==> config.mk <==
export PLATFORM = sky130hd
export DESIGN_NAME = axi_lite_master_flat
export DESIGN_NICKNAME = d
export VERILOG_FILES = /design/src/rtl/axi_lite_master_if.sv /design/src/rtl/axi_lite_master.sv /design/src/flat_wrapper.sv
export SDC_FILE = /design/constraint.sdc
export NUM_CORES = 1
export LEC_CHECK = 0
export BUFFER_PORTS_ARGS = -buffer_cell sky130_fd_sc_hd__buf_2
export CORE_MARGIN = 2
export CORE_UTILIZATION = 40
export DETAILED_ROUTE_END_ITERATION = 8
export PLACE_DENSITY = 0.73
export SYNTH_ARGS = -nofsm -noshare
export SYNTH_HDL_FRONTEND = slang
export SYNTH_SLANG_ARGS = --single-unit
==> constraint.sdc <==
create_clock -name ACLK -period 2.1 [get_ports ACLK]
set_input_delay 0.42 -clock ACLK [delete_from_list [all_inputs] [get_ports ACLK]]
set_output_delay 0.42 -clock ACLK [all_outputs]
set_load 0.02 [all_outputs]
==> src/rtl/axi_lite_master_if.sv <==
// AXI4-lite bus bundle between one initiator and one target.
// The master modport is the initiator side; slave is the target side.
interface axi_lite_master_if #(
   parameter int AXI_ADDR_WIDTH = 32,
   parameter int AXI_DATA_WIDTH = 32,
   parameter int AXI_STRB_WIDTH = AXI_DATA_WIDTH / 8
);
   logic                      AWVALID;
   logic                      AWREADY;
   logic [AXI_ADDR_WIDTH-1:0] AWADDR;
   logic [2:0]                AWPROT;
   logic                      WVALID;
   logic                      WREADY;
   logic [AXI_DATA_WIDTH-1:0] WDATA;
   logic [AXI_STRB_WIDTH-1:0] WSTRB;
   logic                      BVALID;
   logic                      BREADY;
   logic [1:0]                BRESP;
   logic                      ARVALID;
   logic                      ARREADY;
   logic [AXI_ADDR_WIDTH-1:0] ARADDR;
   logic [2:0]                ARPROT;
   logic                      RVALID;
   logic                      RREADY;
   logic [AXI_DATA_WIDTH-1:0] RDATA;
   logic [1:0]                RRESP;

   modport master (
      output AWVALID, AWADDR, AWPROT, WVALID, WDATA, WSTRB, BREADY,
             ARVALID, ARADDR, ARPROT, RREADY,
      input  AWREADY, WREADY, BVALID, BRESP, ARREADY, RVALID, RDATA, RRESP
   );

   modport slave (
      input  AWVALID, AWADDR, AWPROT, WVALID, WDATA, WSTRB, BREADY,
             ARVALID, ARADDR, ARPROT, RREADY,
      output AWREADY, WREADY, BVALID, BRESP, ARREADY, RVALID, RDATA, RRESP
   );
endinterface

==> src/rtl/axi_lite_master.sv <==
// Single-outstanding AXI4-lite initiator: turns a core request/response
// handshake into one AXI4-lite read or write and returns data/status.
module axi_lite_master #(
   parameter int         AXI_ADDR_WIDTH = 32,
   parameter int         AXI_DATA_WIDTH = 32,
   parameter int         AXI_STRB_WIDTH = AXI_DATA_WIDTH / 8,
   parameter logic [2:0] AXI_PROT       = 3'b000
) (
   input  logic                      ACLK,
   input  logic                      ARESET,
   input  logic                      ip_req,
   input  logic                      ip_wr1_rd0,
   input  logic [AXI_ADDR_WIDTH-1:0] ip_addr,
   input  logic [AXI_DATA_WIDTH-1:0] ip_write_data,
   input  logic [AXI_STRB_WIDTH-1:0] ip_byte_strobe,
   output logic                      ip_req_ready,
   output logic                      ip_rsp_valid,
   output logic [AXI_DATA_WIDTH-1:0] ip_read_data,
   output logic                      ip_rsp_err,
   axi_lite_master_if.master         m_axi
);
   typedef enum logic [2:0] {
      S_IDLE,
      S_WRITE,
      S_WRESP,
      S_READ,
      S_RDATA
   } state_t;

   state_t                    r_state,     w_state_next;
   logic                      r_awvalid,   w_awvalid_next;
   logic                      r_wvalid,    w_wvalid_next;
   logic                      r_bready,    w_bready_next;
   logic                      r_arvalid,   w_arvalid_next;
   logic                      r_rready,    w_rready_next;
   logic                      r_req_ready, w_req_ready_next;
   logic                      r_rsp_valid, w_rsp_valid_next;
   logic                      r_rsp_err,   w_rsp_err_next;
   logic [AXI_DATA_WIDTH-1:0] r_read_data, w_read_data_next;
   logic [AXI_ADDR_WIDTH-1:0] r_addr,      w_addr_next;
   logic [AXI_DATA_WIDTH-1:0] r_wdata,     w_wdata_next;
   logic [AXI_STRB_WIDTH-1:0] r_wstrb,     w_wstrb_next;

   // Only RESP[1] distinguishes error from success.
   logic w_unused_resp;
   assign w_unused_resp = &{1'b0, m_axi.BRESP[0], m_axi.RRESP[0]};

   always_ff @(posedge ACLK) begin
      if (ARESET) begin
         r_state     <= S_IDLE;
         r_awvalid   <= 1'b0;
         r_wvalid    <= 1'b0;
         r_bready    <= 1'b0;
         r_arvalid   <= 1'b0;
         r_rready    <= 1'b0;
         r_req_ready <= 1'b1;
         r_rsp_valid <= 1'b0;
         r_rsp_err   <= 1'b0;
         r_read_data <= '0;
         r_addr      <= '0;
         r_wdata     <= '0;
         r_wstrb     <= '0;
      end else begin
         r_state     <= w_state_next;
         r_awvalid   <= w_awvalid_next;
         r_wvalid    <= w_wvalid_next;
         r_bready    <= w_bready_next;
         r_arvalid   <= w_arvalid_next;
         r_rready    <= w_rready_next;
         r_req_ready <= w_req_ready_next;
         r_rsp_valid <= w_rsp_valid_next;
         r_rsp_err   <= w_rsp_err_next;
         r_read_data <= w_read_data_next;
         r_addr      <= w_addr_next;
         r_wdata     <= w_wdata_next;
         r_wstrb     <= w_wstrb_next;
      end
   end

   always_comb begin
      w_state_next     = r_state;
      w_awvalid_next   = r_awvalid;
      w_wvalid_next    = r_wvalid;
      w_bready_next    = r_bready;
      w_arvalid_next   = r_arvalid;
      w_rready_next    = r_rready;
      w_rsp_valid_next = 1'b0;
      w_rsp_err_next   = r_rsp_err;
      w_read_data_next = r_read_data;
      w_addr_next      = r_addr;
      w_wdata_next     = r_wdata;
      w_wstrb_next     = r_wstrb;

      case (r_state)
         S_IDLE: begin
            if (ip_req && r_req_ready) begin
               w_addr_next  = ip_addr;
               w_wdata_next = ip_write_data;
               w_wstrb_next = ip_byte_strobe;
               if (ip_wr1_rd0) begin
                  w_state_next   = S_WRITE;
                  w_awvalid_next = 1'b1;
                  w_wvalid_next  = 1'b1;
               end else begin
                  w_state_next   = S_READ;
                  w_arvalid_next = 1'b1;
               end
            end
         end
         S_WRITE: begin
            // AW and W retire independently; B is opened once both are gone.
            if (m_axi.AWREADY) w_awvalid_next = 1'b0;
            if (m_axi.WREADY)  w_wvalid_next  = 1'b0;
            if (!w_awvalid_next && !w_wvalid_next) begin
               w_state_next  = S_WRESP;
               w_bready_next = 1'b1;
            end
         end
         S_WRESP: begin
            if (m_axi.BVALID) begin
               w_bready_next    = 1'b0;
               w_rsp_err_next   = m_axi.BRESP[1];
               w_rsp_valid_next = 1'b1;
               w_state_next     = S_IDLE;
            end
         end
         S_READ: begin
            if (m_axi.ARREADY) begin
               w_arvalid_next = 1'b0;
               w_rready_next  = 1'b1;
               w_state_next   = S_RDATA;
            end
         end
         S_RDATA: begin
            if (m_axi.RVALID) begin
               w_rready_next    = 1'b0;
               w_read_data_next = m_axi.RDATA;
               w_rsp_err_next   = m_axi.RRESP[1];
               w_rsp_valid_next = 1'b1;
               w_state_next     = S_IDLE;
            end
         end
         default: w_state_next = S_IDLE;
      endcase

      // Ready stays low through the response pulse so acceptance resumes one cycle later.
      w_req_ready_next = (w_state_next == S_IDLE) && !w_rsp_valid_next;
   end

   assign ip_req_ready  = r_req_ready;
   assign ip_rsp_valid  = r_rsp_valid;
   assign ip_rsp_err    = r_rsp_err;
   assign ip_read_data  = r_read_data;

   assign m_axi.AWVALID = r_awvalid;
   assign m_axi.AWADDR  = r_addr;
   assign m_axi.AWPROT  = AXI_PROT;
   assign m_axi.WVALID  = r_wvalid;
   assign m_axi.WDATA   = r_wdata;
   assign m_axi.WSTRB   = r_wstrb;
   assign m_axi.BREADY  = r_bready;
   assign m_axi.ARVALID = r_arvalid;
   assign m_axi.ARADDR  = r_addr;
   assign m_axi.ARPROT  = AXI_PROT;
   assign m_axi.RREADY  = r_rready;
endmodule

==> src/flat_wrapper.sv <==
// flat-port wrapper written by rule: the top's interface ports become plain ports
module axi_lite_master_flat 
#(
   parameter int         AXI_ADDR_WIDTH = 32,
   parameter int         AXI_DATA_WIDTH = 32,
   parameter int         AXI_STRB_WIDTH = AXI_DATA_WIDTH / 8,
   parameter logic [2:0] AXI_PROT       = 3'b000
)
  (ACLK, ARESET, ip_req, ip_wr1_rd0, ip_addr, ip_write_data, ip_byte_strobe, ip_req_ready, ip_rsp_valid, ip_read_data, ip_rsp_err, m_axi_AWVALID, m_axi_AWADDR, m_axi_AWPROT, m_axi_WVALID, m_axi_WDATA, m_axi_WSTRB, m_axi_BREADY, m_axi_ARVALID, m_axi_ARADDR, m_axi_ARPROT, m_axi_RREADY, m_axi_AWREADY, m_axi_WREADY, m_axi_BVALID, m_axi_BRESP, m_axi_ARREADY, m_axi_RVALID, m_axi_RDATA, m_axi_RRESP);
  axi_lite_master_if #(.AXI_ADDR_WIDTH(AXI_ADDR_WIDTH), .AXI_DATA_WIDTH(AXI_DATA_WIDTH), .AXI_STRB_WIDTH(AXI_STRB_WIDTH)) m_axi_i ();
  input  logic ACLK;
  input  logic ARESET;
  input  logic ip_req;
  input  logic ip_wr1_rd0;
  input  logic [AXI_ADDR_WIDTH-1:0] ip_addr;
  input  logic [AXI_DATA_WIDTH-1:0] ip_write_data;
  input  logic [AXI_STRB_WIDTH-1:0] ip_byte_strobe;
  output logic ip_req_ready;
  output logic ip_rsp_valid;
  output logic [AXI_DATA_WIDTH-1:0] ip_read_data;
  output logic ip_rsp_err;
  output wire logic [$bits(m_axi_i.AWVALID)-1:0] m_axi_AWVALID;
  output wire logic [$bits(m_axi_i.AWADDR)-1:0] m_axi_AWADDR;
  output wire logic [$bits(m_axi_i.AWPROT)-1:0] m_axi_AWPROT;
  output wire logic [$bits(m_axi_i.WVALID)-1:0] m_axi_WVALID;
  output wire logic [$bits(m_axi_i.WDATA)-1:0] m_axi_WDATA;
  output wire logic [$bits(m_axi_i.WSTRB)-1:0] m_axi_WSTRB;
  output wire logic [$bits(m_axi_i.BREADY)-1:0] m_axi_BREADY;
  output wire logic [$bits(m_axi_i.ARVALID)-1:0] m_axi_ARVALID;
  output wire logic [$bits(m_axi_i.ARADDR)-1:0] m_axi_ARADDR;
  output wire logic [$bits(m_axi_i.ARPROT)-1:0] m_axi_ARPROT;
  output wire logic [$bits(m_axi_i.RREADY)-1:0] m_axi_RREADY;
  input wire logic [$bits(m_axi_i.AWREADY)-1:0] m_axi_AWREADY;
  input wire logic [$bits(m_axi_i.WREADY)-1:0] m_axi_WREADY;
  input wire logic [$bits(m_axi_i.BVALID)-1:0] m_axi_BVALID;
  input wire logic [$bits(m_axi_i.BRESP)-1:0] m_axi_BRESP;
  input wire logic [$bits(m_axi_i.ARREADY)-1:0] m_axi_ARREADY;
  input wire logic [$bits(m_axi_i.RVALID)-1:0] m_axi_RVALID;
  input wire logic [$bits(m_axi_i.RDATA)-1:0] m_axi_RDATA;
  input wire logic [$bits(m_axi_i.RRESP)-1:0] m_axi_RRESP;
  assign m_axi_AWVALID = m_axi_i.AWVALID;
  assign m_axi_AWADDR = m_axi_i.AWADDR;
  assign m_axi_AWPROT = m_axi_i.AWPROT;
  assign m_axi_WVALID = m_axi_i.WVALID;
  assign m_axi_WDATA = m_axi_i.WDATA;
  assign m_axi_WSTRB = m_axi_i.WSTRB;
  assign m_axi_BREADY = m_axi_i.BREADY;
  assign m_axi_ARVALID = m_axi_i.ARVALID;
  assign m_axi_ARADDR = m_axi_i.ARADDR;
  assign m_axi_ARPROT = m_axi_i.ARPROT;
  assign m_axi_RREADY = m_axi_i.RREADY;
  assign m_axi_i.AWREADY = m_axi_AWREADY;
  assign m_axi_i.WREADY = m_axi_WREADY;
  assign m_axi_i.BVALID = m_axi_BVALID;
  assign m_axi_i.BRESP = m_axi_BRESP;
  assign m_axi_i.ARREADY = m_axi_ARREADY;
  assign m_axi_i.RVALID = m_axi_RVALID;
  assign m_axi_i.RDATA = m_axi_RDATA;
  assign m_axi_i.RRESP = m_axi_RRESP;
  axi_lite_master #(.AXI_ADDR_WIDTH(AXI_ADDR_WIDTH), .AXI_DATA_WIDTH(AXI_DATA_WIDTH), .AXI_STRB_WIDTH(AXI_STRB_WIDTH), .AXI_PROT(AXI_PROT)) u_core (.ACLK(ACLK), .ARESET(ARESET), .ip_req(ip_req), .ip_wr1_rd0(ip_wr1_rd0), .ip_addr(ip_addr), .ip_write_data(ip_write_data), .ip_byte_strobe(ip_byte_strobe), .ip_req_ready(ip_req_ready), .ip_rsp_valid(ip_rsp_valid), .ip_read_data(ip_read_data), .ip_rsp_err(ip_rsp_err), .m_axi(m_axi_i));
endmodule
# Yosys cells after proc, flatten, opt, wreduce, memory -nomap -nowiden

Cells that the tools add are included.

Memory bits (writable): 0
ROM bits: 0
Logic and storage cells: 75
Output and inout port bits: 146
Bits in latches: 0
Memories: 0
Register bits: 111
Input port bits: 113

Multiply operators: 0
Bitwise operators: 0
Order comparisons: 0
Divide/modulo/power cells: 0
Eq/ne operators: 11
Shifts and indexed selects: 0
Reduce and logical (&&, ||, !) cells: 20
$add $sub $neg: 0
Multiplexer cells: 31

Operators by type and width:

| operator             | number |
|---|---|
| $mux W1              | 17 |
| $mux W3              | 5 |
| $pmux W3 S5          | 1 |
| $pmux W1 S2          | 7 |
| $reduce_and A3 Y1    | 4 |
| $ne A2 B2 Y1 const B | 5 |
| $reduce_bool A2 Y1   | 5 |
| $eq A3 B2 Y1 const B | 2 |
| $logic_not A3 Y1     | 2 |
| $ne A2 B1 Y1 const B | 2 |
| $reduce_and A2 Y1    | 2 |
| $reduce_and A4 Y1    | 1 |
| $eq A3 B1 Y1 const B | 1 |
| $eq A3 B3 Y1 const B | 1 |
| $logic_and A1 B1 Y1  | 3 |
| $logic_not A1 Y1     | 3 |
| $mux W2              | 1 |

# Logic depth before layout (Yosys ltp)

Gate-level depths: netlist of run 1.

Depth in word-level cells: 8
Depth in mapped cells: 7

# Least setup slack after synthesis of run 1

No wires, ideal clock.

Kind: reg-to-reg
From: register u_core.r_state[0]
To: register u_core.r_addr[10], in the netlist u_core.m_axi.ARADDR[10]
Arrival time: 1.451 ns
Clock period less this slack: 1.583 ns
Library setup time: 0.132 ns
Stages on the path, launching flop included: 8
Path slack: 0.517 ns
Cell sequence: dfxtp_1 > or2_1 > or3_1 > buf_2 > buf_6 > buf_6 > nand2_1 > a21oi_1

Cells in the longest elaborated chain, start to end: 2

Ends and longest elaborated chain:

| element                            | line                  | text |
|---|---|---|
| start: declaration                 | axi_lite_master.sv:30 | `state_t r_state, w_state_next;` |
| start signal: assignment           | axi_lite_master.sv:64 | `r_state <= w_state_next;` |
| $logic_not A3 Y1                   | axi_lite_master.sv:94 | `case (r_state)` |
| $reduce_and A2 Y1 (no source line) | --                    |  |
| end signal: assignment             | axi_lite_master.sv:74 | `r_addr <= w_addr_next;` |
| end: declaration                   | axi_lite_master.sv:40 | `logic [AXI_ADDR_WIDTH-1:0] r_addr, w_addr_next;` |

No other way between the ends.
A chain may end at the register's enable or synchronous reset.

# Worst setup path in the final report of run 1

From: register u_core.r_state[0]
To: register u_core.r_addr[4], in the netlist u_core.m_axi.ARADDR[4]

Same word-level chain as after synthesis.

==> metrics.md, run 1 <==
| Metric | Value |
|---|---|
| Die width | 106 µm |
| Die area | 11300 µm² |
| Synth top cells by count | nand2_1, dfxtp_1, a21oi_1 |
| Final hold viol count | 0 |
| DRT Wirelength | 10900 µm |
| Vias | 4062 |
| Avg Inst Size Synth | 7.89 µm² |
| Post-synth top area share | 53.0% |
| # rows | 37 |
| R2r worst-path depth | 5 |
| Post-cts resize count | 0 |
| Post-Synthesis Cells | 532 |
| Vias in the first global route | 3831 |
| Max Slew Vio Count | 0 |
| Synth top area cells | dfxtp_1, nand2_1, a21oi_1 |
| R2r setup slk | 0.23 ns |
| Min-delay src | ip_addr[10] |
| Fin nets | 847 |
| Hold Path Class | in2reg |
| Iteration-0 DRC Markers | 246 |
| P_leak | 2.62 nW |
| Post-CTS setup buffers | 0 |
| Worst slew pin tran | 0.507 ns |
| CTS buffer count | 9 |
| Setup violators final | 0 |
| Clk_lat worst skew | 0.35 ns |
| Gr usage total | 18.7% |
| Vias per cell | 4.65 |
| Initial antenna violation count | 1 |
| CP Class | reg2reg |
| CP startpoint kind | register |
| H-tree levels | 3 |
| Peak VDD IR | 0.000427 V |
| CP Max Fanout | 44 |
| Reg2reg start | u_core.r_state[0] |
| Die height | 106 µm |
| Area Overhead vs Synth | 29.7% |
| Asr flop ratio synth | 0% |
| Filler Cell Count | 973 |
| EDFF count, synth | 0 |
| CTS hold repair buffers | 0 |
| Clock buffer depth | 2 |
| Tmin final | 1.87 ns |
| Skew final | 0.00879 ns |
| Grt total ovfl | 0 |
| RD Place Congestion | 0.814 |
| Clock Sinks | 111 |
| Core area | 10200 µm² |
| Hold endpoint | u_core.m_axi.ARADDR[10] |
| Port Buffers | 250 |
| Clock tree from TritonCTS | yes |
| CTS clk-pin slew, worst paths | 0.09 ns |
| Power Density | 913 nW/µm² |
| Largest net degree at the start of global routing | 50 |
| CTS Root Cell | clkbuf_8 |
| Top_reg_cell synth | dfxtp_1 |
| Hold path cells | 3 |
| Max Clk Rate | 535 MHz |
| Dpl hpwl | 8160 µm |
| Kind of end point of the critical path | register |
| Avg WL per Cell | 12.5 µm |
| Max Cap Viol | 0 |
| RSZ-0062 raised after global routing | false |
| Share of layout cells above drive strength 1 | 37.5% |
| Post-DRT Antenna Nets | 0 |
| Ys Warns | 0 |
| FF-to-FF End | u_core.m_axi.ARADDR[4] |
| Post-Syn Area | 4200 µm² |
| Largest area contributor in the netlist | dfxtp_1 |
| Seq/Total Area, Yosys | 53.0% |
| Initial core utilization | 41.0% |
| Most common cell in the netlist | nand2_1 |
| Total power | 0.00497 W |
| Drt pass-1 iters | 4 |
| Worst slew margin | 66.2% |
| # IOs | 259 |
| First-pass GRT wire length | 17200 µm |
| Status | complete, no violations |
| DRC errors left | 0 |
| Final setup TNS | 0 ns |
| Yosys reg bits | 111 |
| Data required time of the worst path | 2.32 ns |
| CP arrival | 2.09 ns |
| Period utilisation layout | 89.0% |
| Unique masters post-synth | 28 |
per-stage QoR:
step	std cells	setup WS, ns	hold WS (ns)	util (%)	area (µm²)
after floorplan	537	0.517	0.518	-	4210
final	873	0.231	0.289	53.2	5440
after CTS	872	0.236	0.262	53.2	5440
after detailed placement	859	0.253	0.438	51.5	5270
after global routing	872	0.105	0.262	53.2	5440
after global placement	859	0.318	0.435	51.5	5270
final cells by class:
class                      count  area, µm²  share of cell area, %
sequential                   111       2220                   40.8
multi-input combinational    352       1550                   28.5
timing repair buffer         259       1320                   24.3
tap                          136        170                   3.13
clock buffer                  12        165                   3.03
clock inverter                 1       5.00                 0.0920
inverter                       1       3.75                 0.0690
antenna                        1       2.50                 0.0460
worst max-delay path: stages (launching register included):
cell and delay [ns]:
dfxtp_1 0.39, or2_1 0.31, or3_2 0.52, buf_4 0.29, nand2_1 0.13, a21oi_1 0.07
layout by cell type (no fill, tap or decap), types with 2 or more instances in the layout:
master and instances:
buf_2 249, nand2_1 209, dfxtp_1 111, a21oi_1 106, clkbuf_8 12, buf_4 10, conb_1 6, nand2b_1 4
nor2_1 3, nand3_1 3, nand3b_1 3, a31oi_1 3, nor2b_1 2
how the worst max path moves through the flow:
| stage | from | to | cells past startpoint |
|---|---|---|---|
| 4_1_cts | u_core.r_state[0] | u_core.m_axi.ARADDR[4] | 5 |
| 3_5_place_dp | u_core.r_state[0] | u_core.m_axi.ARADDR[4] | 5 |
| 5_1_grt | u_core.r_state[0] | u_core.m_axi.ARADDR[3] | 5 |
| 3_3_place_gp | u_core.r_state[0] | u_core.m_axi.ARADDR[3] | 5 |
| 6_report | u_core.r_state[0] | u_core.m_axi.ARADDR[4] | 5 |
| 2_1_floorplan | u_core.r_state[0] | u_core.m_axi.ARADDR[10] | 7 |
metal layers:
layer  track usage [%]  part of all wire [%]  wire, µm  vias up
li1                  -                     -         -     2063
met1              20.1                    39      4260     1815
met2              34.5                    51      5570      166
met3              4.54                   7.8       853       18
met4              8.35                   2.1       228        0
met5                 0                     0         0        -
flip-flops by register name, summed over array words and instances, names as in the netlist:
signal and cells:
u_core.ip_read_data 32, u_core.ip_req_ready 1, u_core.ip_rsp_err 1, u_core.ip_rsp_valid 1
u_core.m_axi.ARADDR 32, u_core.m_axi.ARVALID 1, u_core.m_axi.AWVALID 1, u_core.m_axi.BREADY 1
u_core.m_axi.RREADY 1, u_core.m_axi.WDATA 32, u_core.m_axi.WSTRB 4, u_core.m_axi.WVALID 1
u_core.r_state 3
kinds of logic after synthesis:
group           synth area share [%]
simple gates                    22.3
compound gates                  14.0
flops                           53.0
buf+inv                         10.6
other cells                   0.0894
report_power, final:
group	internal [W]	leakage (nW)	switching [W]
clock network	0.000509	0.0902	0.000635
logic	0.000462	1.63	0.000918
registers	0.00232	0.904	0.000126
Power figures use the tool's default switching activity.
==> inputs of run 2 (changes only) <==
CORE_MARGIN = 1   (was 2)
RECOVER_POWER = 25   (was not set)
==> metrics.md, run 2 (synthesized netlist as in run 1, its figures left out) <==
| Metric | Value |
|---|---|
| Area Overhead vs Synth | 28.2% |
| Antenna Diode Count | 0 (-1) |
| Data required time of the worst path | 2.33 ns (about the same) |
| Kind of end point of the critical path | register |
| GR peak layer | met2 |
| Post-cts resize count | 0 (unchanged) |
| Status | complete, no violations |
| Die area | 10900 µm² (-3.7%) |
| Period utilisation layout | 89.4% (+0.36 points) |
| Grt met3 use | 4.14% (-0.40 points) |
| DRT Wirelength | 10900 µm (-0.44%) |
| H-tree levels | 3 (unchanged) |
| Grt met2 use | 35.1% (+0.57 points) |
| Setup violators final | 0 (unchanged) |
| Largest net degree at the start of global routing | 70 (+40%) |
| Max Slew Vio Count | 0 (unchanged) |
| Most common cell after layout, fill and taps aside | nand2_1 |
| Vias per cell | 4.73 (+1.6%) |
| Largest delay share family, worst path | simple AND/OR/NAND/NOR gates |
| Initial antenna violation count | 1 (unchanged) |
| CTS hold repair buffers | 0 (unchanged) |
| Post-CTS setup buffers | 0 (unchanged) |
| Peak VDD IR | 0.000395 V (-7.6%) |
| Final hold viol count | 0 (unchanged) |
| # rows | 37 (unchanged) |
| Max incr delay on CP | 0.49 ns (-0.03 ns) |
| Filler Cell Count | 1022 (+5.0%) |
| First-pass GRT wire length | 17600 µm (+2.8%) |
| Internal power | 0.00325 W (-1.1%) |
| CP bufs+invs | 1 (unchanged) |
| Vias in the first global route | 3753 (-2.0%) |
| Port Buffers | 250 (unchanged) |
| Iteration-0 DRC Markers | 263 (+6.9%) |
| # IOs | 259 (unchanged) |
| Setup ws final | 0.223 ns (-0.00762 ns) |
| Avg WL per Cell | 12.4 µm (-0.44%) |
| Fin nets | 845 (-0.24%) |
| Clock power share | 23.7% (+0.7 points) |
| Gate power share | 27.3% (-0.5 points) |
| Max Clk Rate | 533 MHz (-0.41%) |
| Register share of total power | 49.0% (-0.2 points) |
| Worst slack, placed | 0.281 ns (+0.0278 ns) |
| CTS clk-pin slew, worst paths | 0.11 ns (+0.02 ns) |
| CP Class | reg2reg |
| Die height | 104 µm (-1.9%) |
| Clock Sinks | 111 (unchanged) |
| CP arrival | 2.11 ns (+0.02 ns) |
| Post-DRT Antenna Nets | 0 (unchanged) |
| Max Cap Viol | 0 (unchanged) |
| Clock buffer depth | 2 (unchanged) |
| Clock tree from TritonCTS | yes |
| Tmin final | 1.88 ns (+0.00762 ns) |
| Sw Pwr | 0.00175 W (+4.2%) |
| Grt total ovfl | 0 (unchanged) |
| CTS Root Cell | clkbuf_8 |
| CP startpoint kind | register |
| Sw Ratio | 35.0% (+1.2 points) |
| Vias | 4128 (+1.6%) |
| Die width | 104 µm (-1.9%) |
| Drt pass-1 iters | 6 (+2) |
| Clk_lat worst skew | 0.37 ns (+0.02 ns) |
| Skew final | 0.0113 ns (+0.00253 ns) |
| RD Place Congestion | 0.775 (-4.7%) |
| CP max stage cell | or3_2 |
| P_leak | 2.37 nW (-9.6%) |
| Dpl hpwl | 7930 µm (-2.8%) |
| CP Max Fanout | 46 (+4.5%) |
| Power Density | 930 nW/µm² (+1.9%) |
| CTS buffer count | 9 (unchanged) |
| Gr usage total | 19.9% (+1.3 points) |
| Hold Path Class | in2reg |
| Met1 global-route usage | 22.7% (+2.6 points) |
| Most frequent cells in the layout | nand2_1, buf_2, dfxtp_1 |
| DRC errors left | 0 (unchanged) |
| RSZ-0062 raised after global routing | false |
| Core area | 10200 µm² (unchanged) |
| Final setup TNS | 0 ns (unchanged) |
| Share of layout cells above drive strength 1 | 29.4% (-8.1 points) |
| Critical path cell sequence | or2_0 > or3_2 > buf_4 > nand2_1 > a21oi_1 |
| Initial core utilization | 41.0% (unchanged) |
-- run 2: cell types whose count changed in the layout (fill, tap and decap cells not counted), sizes merged --
| cell | before | now |
|---|---|---|
| clkbuf | 12 | 71 |
| buf | 259 | 197 |
| clkinv | 1 | 5 |
| diode | 1 | 0 |
-- run 2: final timing paths --
| kind | from | depth (start not counted) | endpoint | slack [ns] |
|---|---|---|---|---|
| max | u_core.r_state[0] | 5 | u_core.m_axi.ARADDR[16] | 0.22 |
| min | m_axi_RDATA[11] | 3 | u_core.ip_read_data[11] | 0.27 |
| max reg2reg | u_core.r_state[0] | 5 | u_core.m_axi.ARADDR[16] | 0.22 |
| min reg2reg | u_core.m_axi.ARVALID | 2 | u_core.m_axi.ARVALID | 0.46 |
-- run 2: power groups by stage --
stage | Sequential [W] | Combinational, W | Clock (W)
after floorplan | 0.00274 | 0.000769 | 0
after global placement | 0.00248 | 0.00138 | 0
after detailed placement | 0.00250 | 0.00140 | 0
after CTS | 0.00245 | 0.00141 | 0.00123
after global routing | 0.00248 | 0.00150 | 0.00133
final | 0.00245 | 0.00137 | 0.00119
-- run 2: area by class of cell --
type | count | area, µm² | area share (%)
Clock buffer | 11 | 151 | 2.82
Clock inverter | 5 | 32.5 | 0.605
Inverter | 1 | 3.75 | 0.0698
Multi-Input combinational cell | 352 | 1550 | 28.9
Sequential cell | 111 | 2220 | 41.3
Tap cell | 136 | 170 | 3.16
Timing Repair Buffer | 257 | 1240 | 23.1
-- run 2: per-stage QoR --
stage | util [%] | hold slack (ns) | power (W) | area (µm²) | instances
after floorplan | - | 0.518 | 0.00351 | 4210 | 537
after global placement | 51.5 | 0.437 | 0.00386 | 5270 | 857
after detailed placement | 51.5 | 0.444 | 0.00390 | 5270 | 857
after CTS | 53.3 | 0.253 | 0.00509 | 5450 | 873
after global routing | 52.5 | 0.255 | 0.00531 | 5380 | 873
final | 52.5 | 0.270 | 0.00500 | 5380 | 873
-- run 2: layer usage --
metal  vias to the layer above  share of wire, %
met3                        23               7.0
li1                       2061                 -
met5                         -              0.15
met4                         2               2.5
met1                      1869                40
met2                       173                50
-- run 2: worst reg2reg max path: cells and delay by family (launching register included) --
kind                   cells  cell delay [ns]
buffers and inverters      1             0.28
and+or+nand+nor            3             0.99
AOI/OAI and AO/OA          1             0.08
DFF                        1             0.39
